### config.mk
export PLATFORM = sky130hd
export DESIGN_NAME = rtype_issue_ctrl
export DESIGN_NICKNAME = d
export VERILOG_FILES = /design/src/rtl/rtype_issue_ctrl.sv
export SDC_FILE = /design/constraint.sdc
export NUM_CORES = 1
export LEC_CHECK = 0
export ABC_AREA = 0
export BUFFER_PORTS_ARGS = -buffer_cell sky130_fd_sc_hd__buf_2
export CAP_MARGIN = 20
export CORE_MARGIN = 8
export CORE_UTILIZATION = 25
export CTS_BUF_LIST = sky130_fd_sc_hd__clkbuf_16
export DETAILED_ROUTE_END_ITERATION = 16
export GPL_TIMING_DRIVEN = 0
export PLACE_DENSITY = 0.5
export SETUP_SLACK_MARGIN = 0.2
export SLEW_MARGIN = 5
export SYNTH_ARGS = -nofsm -noshare
export SYNTH_HDL_FRONTEND = slang
export SYNTH_SLANG_ARGS = --single-unit
### constraint.sdc
create_clock -name clk -period 1.3 [get_ports clk]
set_input_delay 0.26 -clock clk [delete_from_list [all_inputs] [get_ports clk]]
set_output_delay 0.26 -clock clk [all_outputs]
set_load 0.02 [all_outputs]
### src/rtl/rtype_issue_ctrl.sv
// rtype_issue_ctrl
//   R-type function decode with register-jump write gating, plus a multi-cycle
//   MULT/DIV sequencer that owns the HI/LO write and interlocks dependent issues.
// Ports:
//   clk, rst                      clock, asynchronous active-high reset
//   issue_valid, rtype_i          instruction present / is R-type
//   reg_write_i, reg_write2_i     GPR / HI-LO write requests from main controller
//   fnctn[FN_W-1:0]               function field
//   rtype, reg_write, jr          decode outputs (combinational)
//   stall, muldiv_start           interlock and start pulse (combinational)
//   muldiv_op[1:0]                latched op: 0 mult, 1 multu, 2 div, 3 divu
//   busy, reg_write2              sequencer active / HI-LO write in DONE
module rtype_issue_ctrl #(
    parameter int unsigned FN_W     = 6,
    parameter int unsigned MULT_LAT = 4,
    parameter int unsigned DIV_LAT  = 32,
    parameter int unsigned CNT_W    = 6
) (
    input  logic            clk,
    input  logic            rst,
    input  logic            issue_valid,
    input  logic            rtype_i,
    input  logic            reg_write_i,
    input  logic            reg_write2_i,
    input  logic [FN_W-1:0] fnctn,
    output logic            rtype,
    output logic            reg_write,
    output logic            jr,
    output logic            stall,
    output logic            muldiv_start,
    output logic [1:0]      muldiv_op,
    output logic            busy,
    output logic            reg_write2
);

    localparam logic [FN_W-1:0] FN_JR   = FN_W'(6'b001000);
    localparam logic [FN_W-1:0] FN_JALR = FN_W'(6'b001001);
    localparam logic [FN_W-1:0] FN_MFHI = FN_W'(6'b010000);
    localparam logic [FN_W-1:0] FN_MFLO = FN_W'(6'b010010);
    // MULT/MULTU/DIV/DIVU share 0110xx; low two bits are the op encoding.
    localparam logic [FN_W-1:0] FN_MD_HI = FN_W'(6'b000110);

    typedef enum logic [1:0] {
        ST_IDLE = 2'd0,
        ST_BUSY = 2'd1,
        ST_DONE = 2'd2
    } state_t;

    state_t           r_state, w_state_nxt;
    logic [CNT_W-1:0] r_cnt, w_cnt_nxt;
    logic [1:0]       r_op, w_op_nxt;
    logic             r_hilo_req, w_hilo_nxt;

    logic w_is_jr, w_is_jalr, w_is_mfhilo, w_is_md, w_go;

    // Full-width compares so nonzero bits above bit 5 never match a code.
    assign w_is_jr     = (fnctn == FN_JR);
    assign w_is_jalr   = (fnctn == FN_JALR);
    assign w_is_mfhilo = (fnctn == FN_MFHI) || (fnctn == FN_MFLO);
    assign w_is_md     = ((fnctn >> 2) == FN_MD_HI);

    // State register
    always_ff @(posedge clk or posedge rst) begin
        if (rst) begin
            r_state    <= ST_IDLE;
            r_cnt      <= '0;
            r_op       <= 2'd0;
            r_hilo_req <= 1'b0;
        end else begin
            r_state    <= w_state_nxt;
            r_cnt      <= w_cnt_nxt;
            r_op       <= w_op_nxt;
            r_hilo_req <= w_hilo_nxt;
        end
    end

    // Interlock, decode and sequencer next-state
    always_comb begin
        w_state_nxt  = r_state;
        w_cnt_nxt    = r_cnt;
        w_op_nxt     = r_op;
        w_hilo_nxt   = r_hilo_req;
        rtype        = 1'b0;
        reg_write    = 1'b0;
        jr           = 1'b0;
        muldiv_start = 1'b0;

        // Comb outputs are forced low while reset is held.
        stall = ~rst & issue_valid & rtype_i & (r_state != ST_IDLE)
              & (w_is_mfhilo | w_is_md);
        w_go  = ~rst & issue_valid & rtype_i & ~stall;

        case (r_state)
            ST_BUSY: begin
                if (r_cnt == '0) begin
                    w_state_nxt = ST_DONE;
                end else begin
                    w_cnt_nxt = r_cnt - CNT_W'(1);
                end
            end
            ST_DONE: w_state_nxt = ST_IDLE;
            default: ;
        endcase

        if (w_go) begin
            if (w_is_jr) begin
                jr = 1'b1;
            end else if (w_is_jalr) begin
                jr        = 1'b1;
                rtype     = 1'b1;
                reg_write = reg_write_i;
            end else if (w_is_md) begin
                // Only reachable in IDLE: any other state stalls MULT/DIV.
                muldiv_start = 1'b1;
                w_op_nxt     = fnctn[1:0];
                w_hilo_nxt   = reg_write2_i;
                w_cnt_nxt    = fnctn[1] ? CNT_W'(DIV_LAT - 1) : CNT_W'(MULT_LAT - 1);
                w_state_nxt  = ST_BUSY;
            end else begin
                rtype     = 1'b1;
                reg_write = reg_write_i;
            end
        end
    end

    assign muldiv_op  = r_op;
    assign busy       = (r_state != ST_IDLE);
    assign reg_write2 = (r_state == ST_DONE) & r_hilo_req;

endmodule

Word level (Yosys, flattened, before mapping):

Index checks and enable logic that the tools add are counted.

* bits in registers: 11
* logic and storage cells: 55

* bitwise operators: 11
* muxes and demuxes: 28
* add/subtract/negate cells: 1
* equal/unequal tests: 7
* reduce and logical (&&, ||, !) cells: 4

Operators by type and width (number)
* 6-bit two-way mux: 6
* 1-bit two-way mux: 15
* 6-bit by 4-bit equality test with 1-bit output, second input constant: 2
* 6-bit by 5-bit equality test with 1-bit output, second input constant: 2
* 2-bit two-way mux: 5
* 1-bit AND: 6
* 6-bit logical NOT: 1
* 6-bit by 1-bit subtractor with 6-bit output, second input constant: 1
* 5-bit two-way mux: 1
* 4-bit by 3-bit equality test with 1-bit output, second input constant: 1
* 1-bit NOT: 4
* 2-bit case mux with 2 select lines: 1
* 4-bit AND reduction: 1
* 2-bit by 1-bit equality test with 1-bit output, second input constant: 1
* 2-bit equality test, second input constant: 1
* 2-bit nonzero test: 1
* 1-bit logical OR: 1
* 1-bit OR: 1

Logic depth before layout (Yosys ltp):

Gate-level depths: netlist of the first run.

* depth after elaboration: 8
* gate-level depth with buffers: 7
* depth with buffers taken out: 6

Least setup slack after synthesis of the first run:

No wires, ideal clock.

* kind: reg-to-output
* start point: register r_state[0]
* end point: output port reg_write
* stages on the path, launching flop included: 7
* arrival: 1744 ps
* slack: -704 ps
* path buffers: 0
* path through: dfrtp_1 > inv_1 > ha_1 > inv_1 > o2111ai_1 > nor3b_1 > and2_1

* word-level cells in the longest chain between the ends: 6

RTL lines
* start: declaration: RTL line 49 `state_t r_state, w_state_nxt;`
* start signal: assignment: RTL line 70 `r_state <= w_state_nxt;`
* 2-bit nonzero test
* named net busy: RTL line 32 `output logic busy,`
* 1-bit AND: RTL line 89 `stall = ~rst & issue_valid & rtype_i & (r_state != ST_IDLE)`
* 1-bit AND: RTL line 90 `& (w_is_mfhilo | w_is_md);`
* 1-bit NOT: RTL line 91 `w_go = ~rst & issue_valid & rtype_i & ~stall;`
* 1-bit AND: RTL line 91
* 1-bit two-way mux: RTL line 105 `if (w_go) begin`
* end: declaration: RTL line 27 `output logic reg_write,`

The timed path passes the listed nets, and every way through them passes these cells.

Final worst setup path of the first run:

* start point: register r_state[1]
* end point: output port stall

* word-level cells in the longest chain between the ends: 3

RTL lines
* 2-bit nonzero test: RTL line 89
* 1-bit AND: RTL line 89
* 1-bit AND: RTL line 90
* end: declaration: RTL line 29 `output logic stall,`

No other way between the ends.

==> flow_summary.yaml, run 1 <==
timing:
  max_freq_mhz: 579
  maxSlewViolCount: 0
  relSlewSlack: 0.687
  fin_skew_ns: 0.00234
  period_needed_ns: 1.73
  finalSetupViolations: 18
  max_slew.worst_pin.slew_ns: 0.469
  rsz0062_at_grt: "yes"
  finalHoldViolCount: 0
  tns_ns: -3.68
  hold_ws_ns: 0.0397
  setup_slack_ns: -0.426
  final.period_utilization: 1.33
layout:
  diodes: 0
  drive_gt1_frac: 0.664
  multiInputGateArea_um2: 552
  final_cell_mix: "buf_4, buf_6, buf_2"
  syn2layout_area_growth_pct: 96.9
  utilization: 0.503
  fillers: 248
  layout_commonest_cell: "buf_4"
  nNetsFinal: 140
  finalInstanceArea_um2: 1350
  register_area_um2: 275
  final_cells: 153
floorplan:
  core_um2: 2690
  die_x_um: 68.4
  std_cell_rows: 19
  die-area_um2: 4670
  ios: 21
  die_height_um: 68.4
  start_util: 0.255
logic_synthesis:
  synthesis.nets: 90
  synth_top_cell_by_area: "dfrtp_1"
  synthCells: 73
  synth.avg_cell_area_um2: 9.39
  synth_edf_count: 0
  ys_ff_latch: 11
  syn-cell-area_um2: 686
  ys_seq_area_frac: 0.401
  ys.flop_type: "dfrtp_1"
  ys_types: 28
  synthArstFlopShare: 1.00
  synth.top_cell.area_share: 0.401
  synth_area_leaders: "dfrtp_1, ha_1, nand2_1"
  yosysWarnings: 0
place:
  port_buffers: 20
  place_area_um2: 895
  dp_cells: 124
  pre_cts_slack_ns: -0.359
  gp_congestion: 0.780
  dp_hpwl_um: 1310
global_routing:
  antenna_found_initial: 0
  grt_pass1_wl_um: 3330
  grt_overflow: 0
  grt_usage: 0.0950
  grt_max_degree: 12
  grt_pass1_vias: 727
clocking:
  cts_buffer_depth: 2
  cts.sinks: 11
  cts_made_buffers: 3
  cts_root_buf: "clkbuf_16"
  cts_hold_buf: 0
  insertion_delay_ns: 0.24
  cts_tree: "done"
  path_clk_slew_ns: 0.04
  htreeDepth: 1
route:
  drt-initial-drc-count: 18
  ant_nets: 0
  drc: 0
  drt_first_pass_iters: 3
  vias: 700
  wl_per_cell_um: 14.3
  vias_per_cell: 4.58
  wl_um: 2200
outcome:
  status: "complete, but fails checks"
  violations: "negative setup slack"
setup_path:
  cp-start-kind: "register"
  setup.worst_path.end_class: "primary output"
  path_class: "register to primary output"
  worst-path-stages: 8
  crit_buf_inv: 5
  crit_slowest_cell: "dfrtp_1"
  cp_top_family: "buffers and inverters"
  cp.arrival_ns: 1.47
  cp_cell_sequence: "inv_2 -> ha_4 -> inv_4 -> o2111ai_4 -> buf_4 -> buf_6 -> nor2_4 -> buf_6"
  cpMostUsedCell: "buf_6"
  reg2reg_depth: 8
  required_ns: 1.04
  cpPeakStageDelay_ns: 0.36
  path_max_fanout: 2
power:
  total_power_mw: 2.83
  p_leak_nw: 0.649
  vdd_drop_max_v: 0.00151
  power_density_nw_per_um2: 2090
min_path:
  hp-class: "input pin to async pin"
job:
  maxCapViolations: 0
## power breakdown
part | switching [mW] | leakage, nW | internal [mW]
clock network | 0.150 | 0.0423 | 0.404
registers | 0.158 | 0.140 | 0.481
logic | 0.694 | 0.468 | 0.940
total | 1.00 | 0.649 | 1.82
## state kept, by name, indices dropped and copies added (netlist names)
name,flops
r_state,2
muldiv_op,2
r_hilo_req,1
r_cnt,6
## path summary, 6_finish.rpt
path | start | endpoint | slack [ns]
worst max-delay path | r_state[1] | stall | -0.43
worst max register to register | r_state[1] | r_cnt[5] | -0.26
min in group clk | reg_write2_i | r_hilo_req | 0.26
worst min register to register | muldiv_op[1] | muldiv_op[1] | 0.47
worst min-delay path | rst | muldiv_op[1] | 0.04
max in group asynchronous | rst | r_cnt[1] | 0.94
## synthesized netlist by cell type (2+ instances only)
cell type,n
and2_1,2
dfrtp_1,11
ha_1,5
inv_1,8
mux2_2,2
nand2_1,11
nand3_1,5
nor2_1,7
xnor2_1,2
xor2_1,2
## timing repair
action	4_1_cts	5_1_grt
setup buffers	17	8
pin swaps	9	8
gates resized for setup	26	20
endpoints found under the setup margin	18	18
gates cloned	0	0
## worst register-to-register path, stage by stage (launching register included)
cell     delay [ns]
dfrtp_1        0.38
inv_2          0.09
buf_6          0.10
buf_6          0.10
ha_4           0.15
nor4b_4        0.24
nand2_1        0.11
mux2i_1        0.18
nor2_1         0.08
## cell type report
| cell class | count | share of cell area |
|---|---|---|
| plain buffers | 1 | 0.00834 |
| clock buffers | 3 | 0.0556 |
| clock inverters | 1 | 0.00278 |
| inverters | 8 | 0.0241 |
| multi-input cells | 53 | 0.409 |
| flip-flops and latches | 11 | 0.204 |
| well taps | 31 | 0.0287 |
| repair buffers | 45 | 0.268 |
## layer usage
layer | global-route usage | vias to the layer above | wire length, µm
met5 | 0 | - | 0
met4 | 0.0384 | 0 | 33
met3 | 0.0262 | 5 | 137
met2 | 0.172 | 20 | 1130
met1 | 0.101 | 335 | 899
li1 | - | 340 | -
## cells by family (layout without fill, tap and decap cells)
| family | after synthesis | count (layout) | synth area share |
|---|---|---|---|
| and+or+nand+nor | 35 | 35 | 0.288 |
| DFF | 11 | 11 | 0.401 |
| buffers and inverters | 9 | 58 | 0.0511 |
| AOI/OAI and AO/OA | 6 | 6 | 0.0693 |
| adders and majority gates | 5 | 5 | 0.0912 |
| xor gates and xnor gates | 4 | 4 | 0.0511 |
| muxes | 3 | 3 | 0.0474 |
No activity file was read; power rests on OpenSTA's default activity.
==> inputs of run 2 (changes only) <==
RECOVER_POWER = 100   (was default)
REMOVE_ABC_BUFFERS = 1   (was default)
==> run 2 against run 1 <==
Compared with the run above:
- the flow finishes with violations (negative hold slack, negative setup slack)
- cell count decreased by 5.9%
- die area unchanged
- worst setup slack better by 0.030 ns
- design area decreased by 12%
- utilization is 6.0 points lower
- worst hold slack got worse by 0.045 ns
- wire length shrank 18%
- flip-flop and latch count unchanged
- register-to-register slack about the same
- sequential power down 2%
==> flow_summary.yaml, run 2 (synthesized netlist as in run 1, its figures left out) <==
floorplan:
  die_height_um: 68.4
  std_cell_rows: 19
  start_util: 0.255
  die-area_um2: 4670
  core_um2: 2690
  die_x_um: 68.4
  ios: 21
timing:
  finalHoldViolCount: 11
  finalSetupViolations: 17
  maxSlewViolCount: 0
  period_needed_ns: 1.70
  final.period_utilization: 1.31
  rsz0062_at_grt: "yes"
  max_slew.worst_pin.slew_ns: 0.420
  hold_ws_ns: -0.00522
  max_freq_mhz: 589
  setup_slack_ns: -0.397
  fin_skew_ns: 0.00146
  relSlewSlack: 0.720
  tns_ns: -3.81
outcome:
  violations: "negative hold slack, negative setup slack"
  status: "complete, but fails checks"
setup_path:
  timing.rr.start: "r_state[0]"
  cp_top_family: "flip-flops"
  path_max_fanout: 2
  setup.worst_path.end_class: "primary output"
  cp-start-kind: "register"
  path_class: "register to primary output"
  cp_cell_sequence: "inv_2 -> ha_4 -> inv_2 -> o2111ai_2 -> nor3b_4 -> and2_4 -> buf_6"
  cpMostUsedCell: "inv_2"
  cpPeakStageDelay_ns: 0.38
  crit_start: "r_state[0]"
  required_ns: 1.04
  crit_slowest_cell: "dfrtp_1"
  cp.arrival_ns: 1.44
  crit_buf_inv: 3
layout:
  layout_commonest_cell: "buf_4"
  syn2layout_area_growth_pct: 73.4
  multiInputGateArea_um2: 505
  final_cell_mix: "buf_4, buf_2, dfrtp_1"
  regMostFlops: "r_cnt"
  fillers: 262
  largest_reg_flops: 6
  nNetsFinal: 131
  diodes: 0
  drive_gt1_frac: 0.566
  register_area_um2: 275
route:
  vias_per_cell: 4.67
  drt-initial-drc-count: 9
  vias: 673
  drt_first_pass_iters: 4
  drc: 0
  ant_nets: 0
  wl_per_cell_um: 12.5
  wl_um: 1800
global_routing:
  antenna_found_initial: 0
  grt_pass1_vias: 752
  grt_usage: 0.0882
  grt_pass1_wl_um: 3070
  grt_max_degree: 12
  grt_overflow: 0
clocking:
  cts.sinks: 11
  path_clk_slew_ns: 0.04
  htreeDepth: 1
  insertion_delay_ns: 0.24
  cts_tree: "done"
  cts_root_buf: "clkbuf_16"
  cts_buffer_depth: 2
  cts_made_buffers: 3
place:
  port_buffers: 20
  gp_congestion: 0.761
  dp_hpwl_um: 1210
power:
  total_power_mw: 2.49
  combPwrFrac: 0.524
  netSwitchingFraction: 0.356
  p_int_mw: 1.61
  pwr-share-seq: 0.253
  p_sw_mw: 0.888
  clkPwrFrac: 0.224
  vdd_drop_max_v: 0.00114
  power_density_nw_per_um2: 2100
  p_leak_nw: 0.584
job:
  maxCapViolations: 0
min_path:
  hp-class: "input pin to async pin"
run 2: cell types whose count changed in the layout (fill, tap and decap cells not counted), sizes merged:
cell,previous run,this run
clkbuf,3,6
buf,46,34
run 2: what timing repair did:
item,in CTS,in global routing
buffers inserted,13,4
pin swaps,7,7
hold buffers,0,0
endpoints found under the setup margin,18,18
gates resized for setup,32,10
cloned,0,0
run 2: metal layers:
layer  up-vias  routed length [µm]  GRT usage  part of all wire
met5         -                   0          0                 0
met4         0                  37     0.0537             0.021
met3         5                 139     0.0376             0.077
met2        25                 845      0.141              0.47
met1       317                 777     0.0951              0.43
li1        326                   -          -                 -
run 2: worst reg2reg max path: cells and delay by family, from the launching register on:
kind / cells / cell delay (ns)
flops: 1 / 0.38
fa+ha+maj: 1 / 0.14
mux: 1 / 0.31
buf+inv: 3 / 0.35
simple gates: 2 / 0.25
run 2: metrics by stage:
stage / hold WS [ns] / std cells / setup slack (ns) / util / instance area [µm²]
global placement: 0.284 / 123 / -0.306 / 0.305 / 820
CTS: 0.0413 / 140 / -0.391 / 0.418 / 1120
finish: -0.00522 / 144 / -0.397 / 0.442 / 1190
global route: 0.0651 / 144 / -0.468 / 0.442 / 1190
floorplan: 0.112 / 72 / -0.704 / - / 681
detailed placement: 0.293 / 123 / -0.334 / 0.305 / 820
run 2: power groups by stage:
| stage | logic, mW | clock network [mW] | registers, mW |
|---|---|---|---|
| 3_5_place_dp | 0.685 | 0 | 0.601 |
| 3_3_place_gp | 0.683 | 0 | 0.593 |
| 4_1_cts | 1.15 | 0.564 | 0.620 |
| 5_1_grt | 1.45 | 0.593 | 0.649 |
| 2_1_floorplan | 0.518 | 0 | 0.586 |
| 6_report | 1.31 | 0.557 | 0.630 |
run 2: layout make-up:
class                           instances  share of cell area
Clock buffer                            3              0.0632
Sequential cell                        11               0.232
Timing Repair Buffer                   37               0.219
Multi-Input combinational cell         53               0.425
Clock inverter                          1             0.00316
Inverter                                8              0.0253
Tap cell                               31              0.0326
run 2: final timing paths:
check	end	slack (ns)	depth (start not counted)
max	reg_write	-0.40	7
max reg2reg	r_hilo_req	-0.25	7
max in group asynchronous	r_cnt[2]	1.01	2
min in group clk	r_hilo_req	0.25	2
min	r_hilo_req	-0.005	2
min reg2reg	muldiv_op[1]	0.48	2
==> inputs of run 3 (changes only) <==
RECOVER_POWER = 50   (was 100)
==> run 3 against run 2 <==
Compared with the run above:
- the run still ends with negative hold slack, negative setup slack left
- critical endpoint unchanged
- register-to-register slack hardly changed
- wire length is 0.28% higher
- flip-flop and latch count stayed put
- die area stayed put
- non-clock buffer count stayed put
- largest cell class unchanged
- first-iteration DRC count stayed put
- clock skew hardly changed
- worst setup slack worse by 0.0029 ns
- worst hold slack hardly changed
- count of clock-buffer cells in the layout stayed put
- sequential share of layout area hardly changed
==> flow_summary.yaml, run 3 (synthesized netlist as in run 1, its figures left out) <==
outcome:
  status: "complete, but fails checks"
  violations: "negative hold slack, negative setup slack"
layout:
  fillers: 262
  layout_commonest_cell: "buf_2"
  final_cell_mix: "buf_2, buf_4, dfrtp_1"
  syn2layout_area_growth_pct: 73.7
  largest_reg_flops: 6
  drive_gt1_frac: 0.584
  regMostFlops: "r_cnt"
  nNetsFinal: 131
  final_cells: 144
  diodes: 0
setup_path:
  setup.worst_path.end_class: "primary output"
  cp.arrival_ns: 1.44
  cp-start-kind: "register"
  path_max_fanout: 2
  required_ns: 1.04
  path_class: "register to primary output"
floorplan:
  start_util: 0.255
  ios: 21
  die-area_um2: 4670
  std_cell_rows: 19
  die_height_um: 68.4
  die_x_um: 68.4
  core_um2: 2690
clocking:
  cts.sinks: 11
  cts_root_buf: "clkbuf_16"
  cts_tree: "done"
  htreeDepth: 1
  cts_made_buffers: 3
  cts_hold_buf: 0
  path_clk_slew_ns: 0.04
  insertion_delay_ns: 0.24
  cts_buffer_depth: 2
route:
  wl_per_cell_um: 12.5
  drt-initial-drc-count: 9
  wl_um: 1800
  vias: 673
  drc: 0
  drt_first_pass_iters: 4
  ant_nets: 0
  vias_per_cell: 4.67
global_routing:
  grt_max_degree: 12
  antenna_found_initial: 0
  grt_usage: 0.0882
  grt_pass1_wl_um: 3070
  grt_pass1_vias: 752
  grt_overflow: 0
timing:
  rsz0062_at_grt: "yes"
  period_needed_ns: 1.70
  tns_ns: -3.83
  finalHoldViolCount: 11
  max_freq_mhz: 588
  hold_ws_ns: -0.00520
  relSlewSlack: 0.720
  fin_skew_ns: 0.00142
  maxSlewViolCount: 0
  max_slew.worst_pin.slew_ns: 0.420
  finalSetupViolations: 17
  final.period_utilization: 1.31
  setup_slack_ns: -0.400
place:
  dp_hpwl_um: 1210
  dp_cells: 123
  gp_congestion: 0.761
  pre_cts_slack_ns: -0.334
  port_buffers: 20
min_path:
  hp-class: "input pin to async pin"
power:
  power_density_nw_per_um2: 2100
  p_leak_nw: 0.592
  vdd_drop_max_v: 0.00114
job:
  maxCapViolations: 0
[run 3: changes by cell type in the layout (fill, tap and decap cells not counted), sizes merged]
| cell | before | now |
|---|---|---|
| buf | 34 | 36 |
| clkbuf | 6 | 4 |
[run 3: area by class of cell]
| cell class | instances | area [µm²] | area share |
|---|---|---|---|
| Clock buffer | 3 | 75.1 | 0.0630 |
| Clock inverter | 1 | 3.75 | 0.00315 |
| Inverter | 8 | 30.0 | 0.0252 |
| Multi-Input combinational cell | 53 | 505 | 0.424 |
| Sequential cell | 11 | 275 | 0.231 |
| Tap cell | 31 | 38.8 | 0.0326 |
| Timing Repair Buffer | 37 | 263 | 0.221 |
[run 3: per-stage QoR]
| stage | cell area [µm²] | utilization | power, mW |
|---|---|---|---|
| final | 1190 | 0.443 | 2.50 |
| after detailed placement | 820 | 0.305 | 1.29 |
| after floorplan | 681 | - | 1.10 |
| after global placement | 820 | 0.305 | 1.28 |
| after CTS | 1120 | 0.418 | 2.34 |
| after global routing | 1190 | 0.443 | 2.69 |
[run 3: report_power, final]
part / internal, mW / leakage (nW) / switching [mW]
combinational: 0.723 / 0.410 / 0.587
clock: 0.404 / 0.0423 / 0.154
sequential: 0.481 / 0.140 / 0.148
[run 3: final timing paths]
check                      depth (start not counted)      endpoint    startpoint  slack, ns
min reg2reg                                        2  muldiv_op[1]  muldiv_op[1]       0.48
max                                                7     reg_write    r_state[0]      -0.40
max reg2reg                                        7    r_hilo_req    r_state[0]      -0.25
max in group asynchronous                          2      r_cnt[2]           rst       1.01
min                                                2    r_hilo_req           rst     -0.005
min in group clk                                   2    r_hilo_req  reg_write2_i       0.25
[run 3: worst max-delay path, cell delays in order (launching register included)]
cell	delay [ns]
dfrtp_1	0.38
inv_2	0.08
ha_4	0.14
inv_2	0.04
o2111ai_2	0.06
nor3b_4	0.22
and2_4	0.16
buf_6	0.11
[run 3: what timing repair did]
item                                   4_1_cts  5_1_grt
buffers inserted                            13        4
setup endpoints to repair                   18       18
endpoints found under the hold margin        0        0
pin swaps                                    7        7
resized for setup                           32       10
[run 3: metal layers]
| metal | global-route usage | up-vias | routed length (µm) |
|---|---|---|---|
| met2 | 0.141 | 25 | 845 |
| met4 | 0.0537 | 0 | 37 |
| met3 | 0.0376 | 5 | 140 |
| li1 | - | 326 | - |
| met1 | 0.0951 | 317 | 780 |
| met5 | 0 | - | 0 |
